===== src/rtl/pipelined_adder_if.sv =====
// Operand/result handshake bundle for pipelined_adder.
// The slave side is the adder; the master side is the producer/consumer.
interface pipelined_adder_if #(
  parameter int WIDTH = 32
);
  logic [WIDTH-1:0] a;
  logic [WIDTH-1:0] b;
  logic             cin;
  logic             sub;
  logic             in_valid;
  logic             in_ready;
  logic [WIDTH-1:0] sum;
  logic             cout;
  logic             ovf;
  logic             out_valid;
  logic             out_ready;

  modport master (
    output a, b, cin, sub, in_valid, out_ready,
    input  in_ready, sum, cout, ovf, out_valid
  );

  modport slave (
    input  a, b, cin, sub, in_valid, out_ready,
    output in_ready, sum, cout, ovf, out_valid
  );
endinterface


===== src/rtl/pipelined_adder.sv =====
// Pipelined carry-chain adder/subtractor: STAGES slices of WIDTH/STAGES bits with a
// register boundary after each slice; the whole pipe stalls together under backpressure.
module pipelined_adder #(
  parameter int WIDTH  = 32,
  parameter int STAGES = 4
) (
  input  logic             clk,
  input  logic             rst,
  pipelined_adder_if.slave bus
);
  localparam int S_SAFE = (STAGES > 0) ? STAGES : 1;
  localparam int W      = WIDTH / S_SAFE;

  if (WIDTH < 1 || STAGES < 1 || STAGES > WIDTH || (WIDTH % S_SAFE) != 0) begin : g_bad_params
    $error("pipelined_adder: illegal WIDTH/STAGES combination");
  end

  logic advance_s;

  assign advance_s    = ~g_stage[STAGES-1].vld_q | bus.out_ready;
  assign bus.in_ready = advance_s;

  for (genvar k = 0; k < STAGES; k++) begin : g_stage
    // REM: operand bits still unconsumed on entry to this stage, current slice at the LSBs.
    localparam int REM = WIDTH - k * W;

    logic               vld_in_s;
    logic               c_in_s;
    logic [REM-1:0]     a_in_s;
    logic [REM-1:0]     b_in_s;
    logic [(k+1)*W-1:0] s_new_s;
    logic [W-1:0]       slice_s;
    logic               cout_s;
    logic               vld_d;
    logic               vld_q;
    logic               c_d;
    logic               c_q;
    logic [(k+1)*W-1:0] s_d;
    logic [(k+1)*W-1:0] s_q;

    if (k == 0) begin : g_src
      assign vld_in_s = bus.in_valid;
      assign c_in_s   = bus.sub ? 1'b1 : bus.cin;
      assign a_in_s   = bus.a;
      assign b_in_s   = bus.sub ? ~bus.b : bus.b;
      assign s_new_s  = slice_s;
    end else begin : g_src
      assign vld_in_s = g_stage[k-1].vld_q;
      assign c_in_s   = g_stage[k-1].c_q;
      assign a_in_s   = g_stage[k-1].g_fwd.a_q;
      assign b_in_s   = g_stage[k-1].g_fwd.b_q;
      assign s_new_s  = {slice_s, g_stage[k-1].s_q};
    end

    assign {cout_s, slice_s} = {1'b0, a_in_s[W-1:0]} + {1'b0, b_in_s[W-1:0]}
                               + {{W{1'b0}}, c_in_s};

    // Stage next state: load from predecessor on a global advance, otherwise hold.
    always_comb begin
      if (advance_s) begin
        vld_d = vld_in_s;
        c_d   = cout_s;
        s_d   = s_new_s;
      end else begin
        vld_d = vld_q;
        c_d   = c_q;
        s_d   = s_q;
      end
    end

    // Stage valid, slice carry and accumulated sum registers.
    always_ff @(posedge clk or posedge rst) begin
      if (rst) begin
        vld_q <= 1'b0;
        c_q   <= 1'b0;
        s_q   <= {((k+1)*W){1'b0}};
      end else begin
        vld_q <= vld_d;
        c_q   <= c_d;
        s_q   <= s_d;
      end
    end

    if (k < STAGES - 1) begin : g_fwd
      logic [REM-W-1:0] a_d;
      logic [REM-W-1:0] a_q;
      logic [REM-W-1:0] b_d;
      logic [REM-W-1:0] b_q;

      // Skew next state: operand slices not yet added ride along with their transaction.
      always_comb begin
        if (advance_s) begin
          a_d = a_in_s[REM-1:W];
          b_d = b_in_s[REM-1:W];
        end else begin
          a_d = a_q;
          b_d = b_q;
        end
      end

      // Operand skew registers.
      always_ff @(posedge clk or posedge rst) begin
        if (rst) begin
          a_q <= {(REM-W){1'b0}};
          b_q <= {(REM-W){1'b0}};
        end else begin
          a_q <= a_d;
          b_q <= b_d;
        end
      end
    end

    if (k == STAGES - 1) begin : g_last
      logic ovf_d;
      logic ovf_q;

      // Carry into the MSB equals a^b^sum at that bit, so no separate tap is needed.
      always_comb begin
        if (advance_s) begin
          ovf_d = a_in_s[W-1] ^ b_in_s[W-1] ^ slice_s[W-1] ^ cout_s;
        end else begin
          ovf_d = ovf_q;
        end
      end

      // Signed-overflow register, aligned with the final sum slice.
      always_ff @(posedge clk or posedge rst) begin
        if (rst) begin
          ovf_q <= 1'b0;
        end else begin
          ovf_q <= ovf_d;
        end
      end
    end
  end

  assign bus.sum       = g_stage[STAGES-1].s_q;
  assign bus.cout      = g_stage[STAGES-1].c_q;
  assign bus.ovf       = g_stage[STAGES-1].g_last.ovf_q;
  assign bus.out_valid = g_stage[STAGES-1].vld_q;
endmodule


===== src/flat_wrapper.sv =====
// flat-port wrapper written by rule: the top's interface ports become plain ports
module pipelined_adder_flat 
#(
  parameter int WIDTH  = 32,
  parameter int STAGES = 4
)
  (clk, rst, bus_a, bus_b, bus_cin, bus_sub, bus_in_valid, bus_out_ready, bus_in_ready, bus_sum, bus_cout, bus_ovf, bus_out_valid);
  pipelined_adder_if #(.WIDTH(WIDTH)) bus_i ();
  input  logic clk;
  input  logic rst;
  input wire logic [$bits(bus_i.a)-1:0] bus_a;
  input wire logic [$bits(bus_i.b)-1:0] bus_b;
  input wire logic [$bits(bus_i.cin)-1:0] bus_cin;
  input wire logic [$bits(bus_i.sub)-1:0] bus_sub;
  input wire logic [$bits(bus_i.in_valid)-1:0] bus_in_valid;
  input wire logic [$bits(bus_i.out_ready)-1:0] bus_out_ready;
  output wire logic [$bits(bus_i.in_ready)-1:0] bus_in_ready;
  output wire logic [$bits(bus_i.sum)-1:0] bus_sum;
  output wire logic [$bits(bus_i.cout)-1:0] bus_cout;
  output wire logic [$bits(bus_i.ovf)-1:0] bus_ovf;
  output wire logic [$bits(bus_i.out_valid)-1:0] bus_out_valid;
  assign bus_i.a = bus_a;
  assign bus_i.b = bus_b;
  assign bus_i.cin = bus_cin;
  assign bus_i.sub = bus_sub;
  assign bus_i.in_valid = bus_in_valid;
  assign bus_i.out_ready = bus_out_ready;
  assign bus_in_ready = bus_i.in_ready;
  assign bus_sum = bus_i.sum;
  assign bus_cout = bus_i.cout;
  assign bus_ovf = bus_i.ovf;
  assign bus_out_valid = bus_i.out_valid;
  pipelined_adder #(.WIDTH(WIDTH), .STAGES(STAGES)) u_core (.clk(clk), .rst(rst), .bus(bus_i));
endmodule

===== config.mk =====
export PLATFORM = sky130hd
export DESIGN_NAME = pipelined_adder_flat
export DESIGN_NICKNAME = d
export VERILOG_FILES = /design/src/rtl/pipelined_adder_if.sv /design/src/rtl/pipelined_adder.sv /design/src/flat_wrapper.sv
export SDC_FILE = /design/constraint.sdc
export NUM_CORES = 1
export LEC_CHECK = 0
export ABC_AREA = 0
export CORE_ASPECT_RATIO = 0.75
export CORE_MARGIN = 5
export CORE_UTILIZATION = 50
export CTS_CLUSTER_DIAMETER = 40
export DETAILED_ROUTE_END_ITERATION = 7
export PLACE_DENSITY = 0.83
export SYNTH_ARGS = -nofsm -noshare
export SYNTH_HDL_FRONTEND = slang
export SYNTH_SLANG_ARGS = --single-unit

===== constraint.sdc =====
create_clock -name clk -period 5.1 [get_ports clk]
set_input_delay 0.51 -clock clk [delete_from_list [all_inputs] [get_ports clk]]
set_output_delay 0.51 -clock clk [all_outputs]
set_load 0.05 [all_outputs]

# Yosys cells after proc, flatten, opt, wreduce, memory -nomap -nowiden
# Cells that the tools add are included.
[totals]
out_inout_bits = 36
ff_bits = 185
elab_cells = 35
[op_classes]
n_mux = 2
n_addsub = 8
bitwise_logic = 6
[op_table]
columns = ["operator", "n"]
rows = [
  ["$add A8 B8 Y9", 4],
  ["$add A9 B1 Y9", 4],
  ["$mux W32", 1],
  ["$not A32 Y32", 1],
  ["$xor A1 B1 Y1", 3],
  ["$mux W1", 1],
  ["$not A1 Y1", 1],
  ["$or A1 B1 Y1", 1],
]

# Logic depth before layout (Yosys ltp)
# Gate-level depths: netlist of run 1.
[logic_depth]
ltp_word = 4
depth_mapped = 12
mapped_depth_nobuf = 10

# Worst setup path after synthesis of run 1
# No wires, ideal clock.
[synth_path]
kind = "input to register"
startpoint = "input port bus_sub"
endpoint = "register u_core.g_stage[0].s_q[6]"
path_buffers = 2
t_required_ns = 4.974
t_arrival_ns = 2.500
slack_ns = 2.474
cell_stages = 12
setup_time_ns = 0.126
path_cell_list = "buf_2 -> buf_2 -> or2_2 -> fa_1 -> inv_1 -> fa_1 -> nor2b_1 -> o21a_1 -> o21ai_1 -> nand2b_1 -> a211oi_1 -> o31ai_1"
[synth_between]
elab_chain_len = 3
[synth_lines]
columns = ["element", "line_no", "text"]
rows = [
  ["start, declared", "flat_wrapper.sv:14", "input wire logic [$bits(bus_i.sub)-1:0] bus_sub;"],
  ["$mux W32", "pipelined_adder.sv:45", "assign b_in_s = bus.sub ? ~bus.b : bus.b;"],
  ["$add A8 B8 Y9", "pipelined_adder.sv:55", "assign {cout_s, slice_s} = {1'b0, a_in_s[W-1:0]} + {1'b0, b_in_s[W-1:0]}"],
  ["$add A9 B1 Y9 *", "pipelined_adder.sv:56", "+ {{W{1'b0}}, c_in_s};"],
  ["end signal, assigned", "pipelined_adder.sv:76", "s_q <= {((k+1)*W){1'b0}};"],
  ["end, declared", "pipelined_adder.sv:39", "logic [(k+1)*W-1:0] s_q;"],
]
# Mark *: on every way between the ends. The rest lies on a longest branch, timed or not.
# A chain may end at the register's enable or synchronous reset.

# Worst setup path after layout of run 1
[layout_path]
startpoint = "input port bus_out_ready"
endpoint = "output port bus_in_ready"
[layout_between]
elab_chain_len = 1
[layout_lines]
columns = ["element", "line_no", "text"]
rows = [
  ["start, declared", "flat_wrapper.sv:16", "input wire logic [$bits(bus_i.out_ready)-1:0] bus_out_ready;"],
  ["$or A1 B1 Y1", "pipelined_adder.sv:20", "assign advance_s = ~g_stage[STAGES-1].vld_q | bus.out_ready;"],
  ["end, declared", "flat_wrapper.sv:17", "output wire logic [$bits(bus_i.in_ready)-1:0] bus_in_ready;"],
]
# No other way between the ends.

==> run_results.csv, run 1 <==
group,metric,value,unit
routing,detailedRoute.firstIterationViolations,379,
yosys,part_of_the_yosys_area_used_for_sequential_elements,0.556,
cells_and_area,antenna_cells,0,
yosys,synth_cell_type_count,35,
power,internal-power,3.89,mW
clock_tree,clk_pin_slew,0.06,ns
routing,dr_total_vias,5991,
placement,place_worst_setup_slack,1.85,ns
clock_tree,cts.sinks,185,
run,drv_cap,0,
clock_tree,cts_root_buf,"sky130_fd_sc_hd__clkbuf_16",
global_route,grt_usage,0.176,
clock_tree,numCtsBuffers,17,
global_route,grt_max_degree,186,
placement,global_placement_routability_congestion,0.767,
die,num_io_pins,106,
yosys,adder_cell_share_of_the_synthesized_area,0.0614,
critical_path,timing.critical_path.arrival,2.47,ns
clock_tree,cts_max_level,4,
sta,grt_setup_unrepaired,"no",
yosys,synth.mux.area_fraction,0.00135,
sta,timing.slew.headroom,0.308,
sta,final_hold_viol_count,0,
yosys,postSynthAreaPerCell,9.13,sq um
critical_path,setup_crit_path_kind,"primary input to output pin",
clock_tree,tritoncts,"done",
critical_path,critPathLaunchType,"primary input",
power,clkPwrFrac,0.189,
power,total_switching_power,2.64,mW
critical_path,critical_path.n_buffers_inverters,3,
die,floorplan.initialDensity,0.515,
yosys,synth_xor_xnor_area_share,0.0568,
sta,min_period,2.98,ns
cells_and_area,filler_free_cell_count_of_the_finished_design,1218,
critical_path,timing.critical_path.cells,"clkdlybuf4s50_1 > nor2b_4 > inv_4 > clkdlybuf4s50_1",
routing,post-route-drc-count,0,
placement,place_hpwl,10.9,mm
critical_path,timing.critical_path.slowest_stage_cell,"sky130_fd_sc_hd__clkdlybuf4s50_1",
global_route,overflow_left_after_global_routing,0,
clock_tree,cts_hold_buffers,0,
clock_tree,clk_latency_worst_skew_pair,0.42,ns
yosys,synthesis.instances,911,
critical_path,critPathMostFrequentCell,"sky130_fd_sc_hd__clkdlybuf4s50_1",
outcome,outcome,"complete, no violations",
critical_path,cp_max_fo,69,
sta,setup_total_negative_slack,0,ns
die,fp.dieH,122,um
critical_path,max_stage_delay,0.92,ns
die,fp-row-count,40,
critical_path,cp.required,4.59,ns
cells_and_area,layout.nets,1102,
clock_tree,postCtsSetupRepairBufs,0,
sta,worst_slew_pin_slew,1.04,ns
power,switching_share,0.404,
yosys,synth_compound_area_frac,0.0725,
clock_tree,ctsResizeCount,0,
routing,number_of_routed_nets_with_antenna_violations,0,
clock_tree,ctsLongestPathBuffers,2,
placement,place.detailed.instances,1187,
yosys,synth_seq_cells,185,
routing,wl_per_cell,13.4,um
routing,avgViaCountPerCell,4.92,
global_route,grt_pass1_wl,28.1,mm
yosys,yosysWarnings,0,
yosys,post_synth_instance_area,8320,sq um
power,share_of_total_power_in_combinational_logic,0.428,
global_route,via_count_of_the_first_global_routing_pass,6046,
power,leakage,4.90,nW
sta,timing.final.max_slew_violations,0,
routing,detail_route.wirelength,16.3,mm
critical_path,worst_setup_path_end_kind,"output pin",
sta,setup-violations-final,0,
die,die_outline_area,19300,sq um
global_route,antenna_found_initial,0,
sta,worst_hold_slack,0.462,ns
critical_path,critPathTopFamily,"buffers and inverters",
power,vdd_ir_drop_max,348,uV
worst_hold_path,worst_hold_path_type,"flop to flop",
sta,final_min_period_over_clock_period,0.583,
yosys,synth_area_in_simple_gates,0.220,
sta,fmax,336,MHz
yosys,synth_top_family_by_area,"simple AND/OR/NAND/NOR gates",
power,share_seq_of_total_power,0.383,
yosys,synth_nets,1017,
cells_and_area,layout-area-overhead-vs-synth,20.7,%
power,power-per-cell-area,650,nW/um^2
sta,timing.clock.skew,0.0123,ns
routing,drt_pass1_iterations,4,
cells_and_area,ratio_of_cells_with_drive_above_1_in_the_final_layout,0.0526,
sta,final_critical_path_setup_slack,2.12,ns
placement,buffer_ports.inserted,105,
die,core_area,16200,sq um
die,floorplan.die.width,159,um
[synth_stat cells]
cell / n / area share
sky130_fd_sc_hd__fa_1: 8 / 0.019
sky130_fd_sc_hd__dfrtp_1: 185 / 0.56
sky130_fd_sc_hd__a31oi_1: 6 / 0.0045
sky130_fd_sc_hd__a21oi_2: 7 / 0.0074
sky130_fd_sc_hd__buf_2: 31 / 0.019
sky130_fd_sc_hd__clkbuf_1: 9 / 0.0041
sky130_fd_sc_hd__mux2_2: 1 / 0.0014
sky130_fd_sc_hd__nor2_1: 28 / 0.013
sky130_fd_sc_hd__nor3_2: 1 / 0.0012
sky130_fd_sc_hd__o21ai_0: 25 / 0.015
sky130_fd_sc_hd__nand2b_1: 2 / 0.0015
sky130_fd_sc_hd__buf_1: 4 / 0.0018
sky130_fd_sc_hd__o21a_1: 1 / 0.00090
sky130_fd_sc_hd__o21ai_1: 23 / 0.014
sky130_fd_sc_hd__o21bai_2: 1 / 0.0014
sky130_fd_sc_hd__o31ai_2: 1 / 0.0015
sky130_fd_sc_hd__nor2b_1: 3 / 0.0023
sky130_fd_sc_hd__nor3_1: 6 / 0.0036
sky130_fd_sc_hd__o31ai_1: 2 / 0.0018
sky130_fd_sc_hd__nand2_1: 429 / 0.19
sky130_fd_sc_hd__nor2_2: 1 / 0.00075
sky130_fd_sc_hd__xnor2_1: 38 / 0.040
sky130_fd_sc_hd__o21bai_1: 6 / 0.0054
sky130_fd_sc_hd__a211oi_1: 3 / 0.0027
sky130_fd_sc_hd__ha_1: 28 / 0.042
sky130_fd_sc_hd__a21oi_1: 17 / 0.010
sky130_fd_sc_hd__a21o_1: 7 / 0.0063
sky130_fd_sc_hd__or2_1: 1 / 0.00075
sky130_fd_sc_hd__o22ai_2: 1 / 0.0015
sky130_fd_sc_hd__nand3_1: 2 / 0.0012
sky130_fd_sc_hd__and3b_1: 2 / 0.0021
sky130_fd_sc_hd__inv_1: 14 / 0.0063
sky130_fd_sc_hd__or2_2: 1 / 0.00075
sky130_fd_sc_hd__inv_2: 1 / 0.00045
sky130_fd_sc_hd__xor2_1: 16 / 0.017
[logic make-up (layout without fill, tap and decap cells)]
kind of cell             Yosys count  count (layout)
AND/OR/NAND/NOR                  476             476
flip-flops                       185             185
AO/OA/AOI/OAI                    100             100
buffers and inverters             59             156
XOR/XNOR                          54              54
adder cells (fa/ha/maj)           36              36
multiplexers                       1               1
[layout by cell type, fill, tap and decap left out, drive strengths merged, types with 5 or more instances in the layout]
| cell | instances |
|---|---|
| clkdlybuf4s50 | 104 |
| xnor2 | 38 |
| a21o | 7 |
| nand2 | 429 |
| nor2 | 29 |
| buf | 6 |
| inv | 14 |
| o21ai | 48 |
| a21oi | 24 |
| nor3 | 7 |
| xor2 | 16 |
| dfrtp | 185 |
| a31oi | 6 |
| clkbuf | 20 |
| ha | 28 |
| clkinvlp | 6 |
| o21bai | 7 |
| fa | 8 |
| clkinv | 5 |
[worst reg2reg max path: stages (launching register included)]
cell and delay (ns):
sky130_fd_sc_hd__dfrtp_1 0.34, sky130_fd_sc_hd__nor2b_4 0.17, sky130_fd_sc_hd__buf_4 0.78, sky130_fd_sc_hd__buf_4 0.92, sky130_fd_sc_hd__o21ai_0 0.25
[power groups by stage]
stage	Combinational [mW]	Sequential, mW	Clock, mW
floorplan	1.65	2.91	0
global placement	2.69	2.51	0
detailed placement	2.81	2.53	0
CTS	2.83	2.51	1.27
global route	3.12	2.59	1.33
finish	2.79	2.50	1.24
[metal layers]
layer | part of all wire | GRT usage
met1 | 0.48 | 0.237
met2 | 0.47 | 0.282
met3 | 0.041 | 0.0487
met4 | 0.0078 | 0.0517
met5 | 0 | 0
[state kept, by name, summed over array words and instances (netlist names)]
register / flops
u_core.bus.cout: 1
u_core.bus.out_valid: 1
u_core.bus.ovf: 1
u_core.bus.sum: 32
u_core.g_stage.c_q: 3
u_core.g_stage.g_fwd.a_q: 48
u_core.g_stage.g_fwd.b_q: 48
u_core.g_stage.s_q: 48
u_core.g_stage.vld_q: 3
[per-stage QoR]
| stage | power [mW] | util | area [sq um] |
|---|---|---|---|
| floorplan | 4.56 | - | 8320 |
| global placement | 5.19 | 0.587 | 9490 |
| detailed placement | 5.34 | 0.587 | 9490 |
| CTS | 6.60 | 0.621 | 10000 |
| global route | 7.03 | 0.621 | 10000 |
| finish | 6.53 | 0.621 | 10000 |
[layout make-up]
class | instances | area, sq um
clock buffers | 20 | 457
clock inverters | 11 | 100
fillers | 1376 | 6120
inverters | 15 | 62.6
multi-input cells | 667 | 3440
flip-flops and latches | 185 | 4630
well taps | 210 | 263
repair buffers | 110 | 1100
[worst paths after layout]
kind	from	cells after the start	slack [ns]	endpoint
worst max register to register	u_core.bus.out_valid	4	2.48	u_core.g_stage[0].g_fwd.b_q[6]
worst min register to register	u_core.bus.sum[21]	2	0.46	u_core.bus.sum[21]
min in group asynchronous	rst	3	0.67	u_core.g_stage[0].g_fwd.b_q[0]
max in group asynchronous	rst	3	3.62	u_core.g_stage[0].g_fwd.b_q[19]
worst max-delay path	bus_out_ready	4	2.12	bus_in_ready
worst min-delay path	u_core.bus.sum[21]	2	0.46	u_core.bus.sum[21]
(Power assumes the default switching activity.)
==> inputs of run 2 (changes only) <==
==> constraint.sdc (replaced) <==
create_clock -name clk -period 2.41 [get_ports clk]
set_input_delay 0.241 -clock clk [delete_from_list [all_inputs] [get_ports clk]]
set_output_delay 0.241 -clock clk [all_outputs]
set_load 0.05 [all_outputs]
==> run_results.csv, run 2 (same netlist as run 1, synthesis figures left out) <==
group,metric,value,unit
clock_tree,tritoncts,"done",
placement,place.detailed.instances,1196,
sta,worst_slew_pin_slew,0.710,ns
clock_tree,numCtsBuffers,17,
critical_path,timing.critical_path.cells,"fa_1 > fa_1 > a21oi_2 > o22ai_2 > nor3_2 > o21bai_2 > xnor2_1 > a21oi_1",
clock_tree,ctsLongestPathBuffers,2,
critical_path,cp.required,2.69,ns
global_route,via_count_of_the_first_global_routing_pass,5921,
outcome,outcome,"complete, no violations",
global_route,overflow_left_after_global_routing,0,
routing,number_of_routed_nets_with_antenna_violations,0,
critical_path,worst_setup_path_end_kind,"flop",
cells_and_area,ratio_of_cells_with_drive_above_1_in_the_final_layout,0.0649,
cells_and_area,layout.nets,1111,
die,fp.dieH,122,um
power,vdd_ir_drop_max,650,uV
cells_and_area,layout_commonest_cell,"sky130_fd_sc_hd__nand2_1",
routing,detail_route.wirelength,16.9,mm
critical_path,timing.critical_path.slowest_stage_cell,"sky130_fd_sc_hd__fa_1",
critical_path,critPathTopFamily,"adder cells",
clock_tree,cts_max_level,4,
critical_path,critPathLaunchType,"flop",
critical_path,max_stage_delay,0.49,ns
cells_and_area,biggest_regs,"u_core.g_stage.g_fwd.a_q (48), u_core.g_stage.g_fwd.b_q (48), u_core.g_stage.s_q (48)",
cells_and_area,antenna_cells,0,
critical_path,timing.critical_path.arrival,2.55,ns
cells_and_area,filler_free_cell_count_of_the_finished_design,1227,
power,leakage,5.04,nW
routing,avgViaCountPerCell,4.95,
sta,timing.final.max_slew_violations,0,
critical_path,critPathMostFrequentCell,"sky130_fd_sc_hd__fa_1",
global_route,grt_max_degree,126,
sta,timing.clock.skew,0.00775,ns
worst_hold_path,worst_hold_path_type,"primary input to async pin",
critical_path,setup_crit_path_kind,"flop to flop",
global_route,grt_pass1_wl,28.5,mm
critical_path,critical_path.n_buffers_inverters,0,
clock_tree,cts_hold_buffers,0,
routing,wl_per_cell,13.7,um
routing,dr_total_vias,6073,
global_route,antenna_found_initial,0,
sta,min_period,2.27,ns
placement,place_hpwl,11.2,mm
sta,final_critical_path_setup_slack,0.139,ns
cells_and_area,mostFrequentLayoutCells,"sky130_fd_sc_hd__nand2_1, sky130_fd_sc_hd__dfrtp_1, sky130_fd_sc_hd__clkdlybuf4s50_1",
clock_tree,postCtsSetupRepairBufs,0,
placement,buffer_ports.inserted,105,
sta,grt_setup_unrepaired,"no",
cells_and_area,layout-area-overhead-vs-synth,24.2,%
routing,post-route-drc-count,0,
routing,detailedRoute.firstIterationViolations,507,
sta,setup-violations-final,0,
die,fp-row-count,40,
die,die_outline_area,19300,sq um
sta,timing.slew.headroom,0.526,
critical_path,cp_max_fo,2,
cells_and_area,filler_cell_count,1308,
die,num_io_pins,106,
die,core_area,16200,sq um
power,power-per-cell-area,1390,nW/um^2
sta,final_min_period_over_clock_period,0.942,
sta,fmax,440,MHz
placement,global_placement_routability_congestion,0.821,
clock_tree,clk_latency_worst_skew_pair,0.43,ns
global_route,grt_usage,0.179,
die,floorplan.die.width,159,um
sta,final_hold_viol_count,0,
routing,drt_pass1_iterations,5,
die,floorplan.initialDensity,0.515,
clock_tree,cts.sinks,185,
run,drv_cap,0,
clock_tree,cts_root_buf,"sky130_fd_sc_hd__clkbuf_16",
placement,place_worst_setup_slack,-0.198,ns
clock_tree,clk_pin_slew,0.06,ns
clock_tree,ctsResizeCount,0,
cells_and_area,finish.utilization,0.639,
sta,worst_hold_slack,0.280,ns
-- run 2: final cells by class --
cell class / instances / area (sq um) / share of cell area
clock inverter: 9 / 163 / 0.0157
inverter: 15 / 62.6 / 0.00606
tap: 210 / 263 / 0.0254
clock buffer: 22 / 484 / 0.0469
multi-input combinational: 667 / 3460 / 0.335
timing repair buffer: 119 / 1270 / 0.123
sequential: 185 / 4630 / 0.448
-- run 2: worst paths after layout --
kind / start / end / slack [ns] / cells after the start
setup reg to reg: u_core.g_stage[2].g_fwd.b_q[0] / u_core.bus.ovf / 0.14 / 8
hold / removal: rst / u_core.g_stage[0].g_fwd.b_q[2] / 0.28 / 2
max in group asynchronous: rst / u_core.g_stage[1].g_fwd.b_q[4] / 1.52 / 3
min in group clk: bus_a[18] / u_core.g_stage[0].g_fwd.a_q[10] / 0.34 / 3
hold reg to reg: u_core.bus.sum[21] / u_core.bus.sum[21] / 0.46 / 2
setup / recovery: u_core.g_stage[2].g_fwd.b_q[0] / u_core.bus.ovf / 0.14 / 8
-- run 2: worst reg2reg max path, delay by kind of cell (launching register included) --
kind	cells	cell delay (ns)
adder cells (fa/ha/maj)	2	0.94
AO/OA/AOI/OAI	4	0.49
flip-flops	1	0.40
XOR/XNOR	1	0.16
AND/OR/NAND/NOR	1	0.13
-- run 2: layer usage --
| layer | global-route usage | wire [um] | up-vias |
|---|---|---|---|
| li1 | - | - | 3064 |
| met1 | 0.247 | 7920 | 2847 |
| met2 | 0.282 | 7910 | 136 |
| met3 | 0.0392 | 726 | 26 |
| met4 | 0.0687 | 308 | 0 |
| met5 | 0 | 0 | - |
-- run 2: per-stage QoR --
step / total power [mW] / cell area, sq um / TNS [ns]
after global routing: 15.4 / 10300 / 0
after detailed placement: 11.3 / 9670 / -0.566
after CTS: 14.5 / 10300 / 0
final: 14.4 / 10300 / 0
after floorplan: 9.64 / 8320 / -38.76
after global placement: 11.1 / 9670 / -0.130
-- run 2: power by group --
group | switching (mW) | internal [mW]
sequential | 0.817 | 4.50
clock | 1.16 | 1.85
combinational | 3.66 | 2.37
total | 5.63 | 8.72
